### config.mk
export PLATFORM = sky130hd
export DESIGN_NAME = instr_fetch_memory
export DESIGN_NICKNAME = d
export VERILOG_FILES = /design/src/rtl/instr_fetch_memory.sv
export SDC_FILE = /design/constraint.sdc
export NUM_CORES = 1
export LEC_CHECK = 0
export ABC_AREA = 1
export ABC_CLOCK_PERIOD_IN_PS = 2800
export CAP_MARGIN = 25
export CELL_PAD_IN_SITES_DETAIL_PLACEMENT = 1
export CELL_PAD_IN_SITES_GLOBAL_PLACEMENT = 1
export CORE_MARGIN = 2
export CORE_UTILIZATION = 24
export CTS_BUF_LIST = sky130_fd_sc_hd__clkbuf_8
export CTS_CLUSTER_SIZE = 40
export DETAILED_ROUTE_END_ITERATION = 8
export DONT_BUFFER_PORTS = 1
export PLACE_DENSITY = 0.49
export SETUP_SLACK_MARGIN = 0.4
export SLEW_MARGIN = 10
export SYNTH_ARGS = -nofsm -noshare
export SYNTH_HDL_FRONTEND = slang
export SYNTH_SLANG_ARGS = --single-unit
export TNS_END_PERCENT = 1
### constraint.sdc
create_clock -name Clk -period 2.8 [get_ports Clk]
set_input_delay 0.84 -clock Clk [delete_from_list [all_inputs] [get_ports Clk]]
set_output_delay 0.84 -clock Clk [all_outputs]
set_load 0.02 [all_outputs]
### src/rtl/instr_fetch_memory.sv
// Read-only instruction memory with a 1-deep registered valid/ready response.
// Define IMEM_MISALIGN_CHECK_EN to flag Address[1:0] != 0 as an error.
module instr_fetch_memory #(
  parameter int IDX_W  = 7,
  parameter int DATA_W = 32,
  parameter int CNT_W  = 16
) (
  input  logic              Clk,
  input  logic              Reset_n,
  input  logic              ReqValid,
  output logic              ReqReady,
  input  logic [31:0]       Address,
  output logic              RspValid,
  input  logic              RspReady,
  output logic [DATA_W-1:0] Instruction,
  output logic              Error,
  output logic [CNT_W-1:0]  FetchCount
);

  typedef enum logic {
    EMPTY,
    FULL
  } state_t;

  state_t state;
  state_t state_next;

  logic accept;
  logic oob;
  logic bad;

  localparam int WIDE_W = DATA_W + IDX_W + 2;

  logic [WIDE_W-1:0] rom_wide;
  logic [DATA_W-1:0] rom_word;

  // Word i holds i*4, so the ROM is just the aligned index.
  assign rom_wide = WIDE_W'({Address[IDX_W+1:2], 2'b00});
  assign rom_word = rom_wide[DATA_W-1:0];

  assign oob = |(Address >> (IDX_W + 2));

`ifdef IMEM_MISALIGN_CHECK_EN
  assign bad = oob || (|Address[1:0]);
`else
  assign bad = oob;
`endif

  assign RspValid = (state == FULL);
  assign ReqReady = !RspValid || RspReady;
  assign accept   = ReqValid && ReqReady;

  always_comb begin
    state_next = state;
    unique case (state)
      EMPTY: if (accept) state_next = FULL;
      FULL:  if (RspReady && !ReqValid) state_next = EMPTY;
      default: state_next = EMPTY;
    endcase
  end

  always_ff @(posedge Clk or negedge Reset_n) begin
    if (!Reset_n) begin
      state <= EMPTY;
    end else begin
      state <= state_next;
    end
  end

  // Response payload only moves on accept; retire-only leaves it as is.
  always_ff @(posedge Clk or negedge Reset_n) begin
    if (!Reset_n) begin
      Instruction <= '0;
      Error       <= 1'b0;
      FetchCount  <= '0;
    end else if (accept) begin
      Instruction <= bad ? '0 : rom_word;
      Error       <= bad;
      FetchCount  <= FetchCount + CNT_W'(1);
    end
  end

endmodule

==> flow_metrics.env <==
export IMPL_clock_latency_ns=0.27
export IMPL_hold_violations=0
export IMPL_grt_pass1_vias=1055
export IMPL_postCtsSetupRepairBufs=0
export IMPL_p_int_mw=0.579
export IMPL_final_cell_area_mm2=0.00147
export IMPL_cts_tree="yes"
export IMPL_yosys_area_top_type_share_pct=43.4
export IMPL_fin_hold_ws_ns=0.244
export IMPL_dieArea_mm2=0.00664
export IMPL_reg2reg_to="FetchCount[10]$_DFFE_PN0P_"
export IMPL_seq_area_frac_synth_pct=43.4
export IMPL_start_kind="input pin"
export IMPL_rrSetupSlack_ns=1.21
export IMPL_core_area_mm2=0.00585
export IMPL_skew_ns=0.0120
export IMPL_drive_gt1_share_pct=6.78
export IMPL_io_pins=87
export IMPL_slowest_stage="nand2_4"
export IMPL_firstDrtPassIters=4
export IMPL_critical_path_max_stage_delay_ns=0.09
export IMPL_synthArstFlopShare_pct=100
export IMPL_yosysMostFrequentCell="nand2_1"
export IMPL_grt_usage_pct=10.0
export IMPL_switching_power_mw=0.404
export IMPL_p_comb_share_pct=17.4
export IMPL_synthCells=175
export IMPL_synth_avg_cell_area_um2=8.23
export IMPL_gr_usage_met2_pct=18.5
export IMPL_grt_busiest_layer="met2"
export IMPL_dp_hpwl_um=2510
export IMPL_rows=28
export IMPL_swShare_pct=41.1
export IMPL_diodes=0
export IMPL_io_buffers=0
export IMPL_initial_core_util_pct=24.6
export IMPL_ys_seq_elements=25
export IMPL_power_leakage_nw=0.732
export IMPL_ys_top_cells_by_area="dfrtp_1 (43%), nand2_1 (15%), buf_4 (13%), nor2_1 (5.5%), xor2_1 (3.6%)"
export IMPL_cts_buffers=3
export IMPL_synth_cell_types=22
export IMPL_cpLargestDelayFamily="simple AND/OR/NAND/NOR gates"
export IMPL_cts_resized=0
export IMPL_crit_path_cell_trace="inv_1, nand2_4"
export IMPL_crit_fanout=3
export IMPL_postLayoutCoreUtil_pct=25.1
export IMPL_placed_area_mm2=0.00143
export IMPL_netlist_area_mm2=0.00144
export IMPL_slew_violations=0
export IMPL_required_ns=1.96
export IMPL_hold_class="input pin to asynchronous set/reset pin"
export IMPL_gp_congestion=0.731
export IMPL_grt_pass1_wl_um=5030
export IMPL_power_density_mw_per_mm2=669
export IMPL_grt_max_degree=26
export IMPL_path_class="input pin to output port"
export IMPL_ys_flop_type="dfrtp_1"
export IMPL_status="finished clean"
export IMPL_nets=215
export IMPL_ant_nets=0
export IMPL_die_h_um=81.5
export IMPL_grt_remaining_overflow=0
export IMPL_power_frac_seq_pct=60.4
export IMPL_reg2regPathDepth=5
export IMPL_yosysWarnings=0
export IMPL_cts_sinks=25
export IMPL_fin_crit_sh_pct=65.7
export IMPL_vias=1012
export IMPL_cts_root_buf="clkbuf_8"
export IMPL_fmax_mhz=544
export IMPL_finalNonFillerCells=252
export IMPL_setup_tns_ns=0
export IMPL_initialDrtViolationCount=45
export IMPL_globalRouteMet3Util_pct=3.63
export IMPL_cp_buffers_inverters=1
export IMPL_cp_end_kind="output port"
export IMPL_die_w_um=81.5
export IMPL_place_ws_ns=0.886
export IMPL_viasPerCell=4.02
export IMPL_routedWlPerCell_um=12.8
export IMPL_cts_clk_slew_worst_paths_ns=0.10
export IMPL_fillCellCount=713
export IMPL_r2r_start="FetchCount[1]$_DFFE_PN0P_"
export IMPL_maxCapViolations=0
export IMPL_fin_crit_ns=1.84
export IMPL_rsz0062_at_grt="false"
export IMPL_htree_levels=1
export IMPL_ys_top_cells_by_count="nand2_1 (57), buf_4 (25), dfrtp_1 (25)"
export IMPL_cts_hold_buf=0
export IMPL_setup_ws_ns=0.961
export IMPL_synth_edff_count=0
export IMPL_ir_drop_v=0.000270
export IMPL_total_power_mw=0.983
export IMPL_area_growth_pct=2.09
export IMPL_cts_buffer_depth=2
export IMPL_antenna_found_initial=0
export IMPL_dp_cells=248
export IMPL_grtUsageMet1_pct=10.7
export IMPL_wl_um=3240
export IMPL_p_clk_share_pct=22.2
export IMPL_cp_num_cells=2
export IMPL_worst_ep_arrival_time_ns=1.00
export IMPL_drc=0
export IMPL_synth_area_leader_cell="dfrtp_1"
export IMPL_setup_violations=0
==> layout by cell type (no fill, tap or decap) <==
master / Yosys / layout
nor2_4: 1 / 1
nand3_1: 3 / 3
nand4_1: 4 / 4
nor3_4: 2 / 2
clkbuf_8: 0 / 3
nor2_1: 21 / 21
nand3_2: 1 / 1
xor2_1: 6 / 6
nor3_1: 3 / 3
inv_1: 12 / 13
o21ai_0: 1 / 1
nand2_2: 1 / 1
nand2_4: 2 / 2
nand3b_1: 2 / 2
dfrtp_1: 25 / 25
nor3_2: 1 / 1
ha_1: 1 / 1
nand2_1: 57 / 57
conb_1: 1 / 25
nor2_2: 1 / 1
xnor2_1: 4 / 4
==> metal layers <==
layer	part of all wire, %	wire, um	vias to the layer above
met5	0	0	-
li1	-	-	493
met4	0.71	23	0
met1	38	1250	477
met3	8.1	262	2
met2	53	1710	40
==> kinds of logic (layout without fill, tap and decap cells) <==
family,after synthesis,in the layout,share of synthesized area (%)
buffers and inverters,38,16,16.9
XOR/XNOR,10,10,6.08
AO/OA/AOI/OAI,1,1,0.347
flip-flops,25,25,43.4
other,1,25,0.260
adder cells (fa/ha/maj),1,1,0.869
AND/OR/NAND/NOR,99,99,32.1
==> worst max path at each step <==
stage	start	slack, ns	end
after CTS	RspReady	0.96	ReqReady
after floorplan	RspReady	0.97	ReqReady
final	RspReady	0.96	ReqReady
after global placement	RspReady	0.90	Instruction[6]$_DFFE_PN0P_
after global routing	RspReady	0.94	ReqReady
after detailed placement	RspReady	0.89	Instruction[6]$_DFFE_PN0P_
==> state kept, by name (all words and copies together) (netlist names) <==
| name | count |
|---|---|
| Error | 1 |
| FetchCount | 16 |
| RspValid | 1 |
| Instruction | 7 |
==> area by class of cell <==
type                       count  area, um^2  share of cell area (%)
clock buffer                   3        41.3                    2.81
inverter                      12        45.0                    3.06
tap                           75        93.8                    6.38
sequential                    25         626                    42.6
clock inverter                 1        3.75                   0.255
multi-input combinational    136         661                    44.9
==> power by group through the flow <==
| stage | sequential (mW) | combinational, mW | clock, mW |
|---|---|---|---|
| floorplan | 0.574 | 0.179 | 0 |
| global placement | 0.605 | 0.166 | 0 |
| detailed placement | 0.606 | 0.172 | 0 |
| CTS | 0.600 | 0.174 | 0.236 |
| global route | 0.610 | 0.199 | 0.251 |
| finish | 0.594 | 0.171 | 0.218 |
Power figures use the tool's default switching activity.
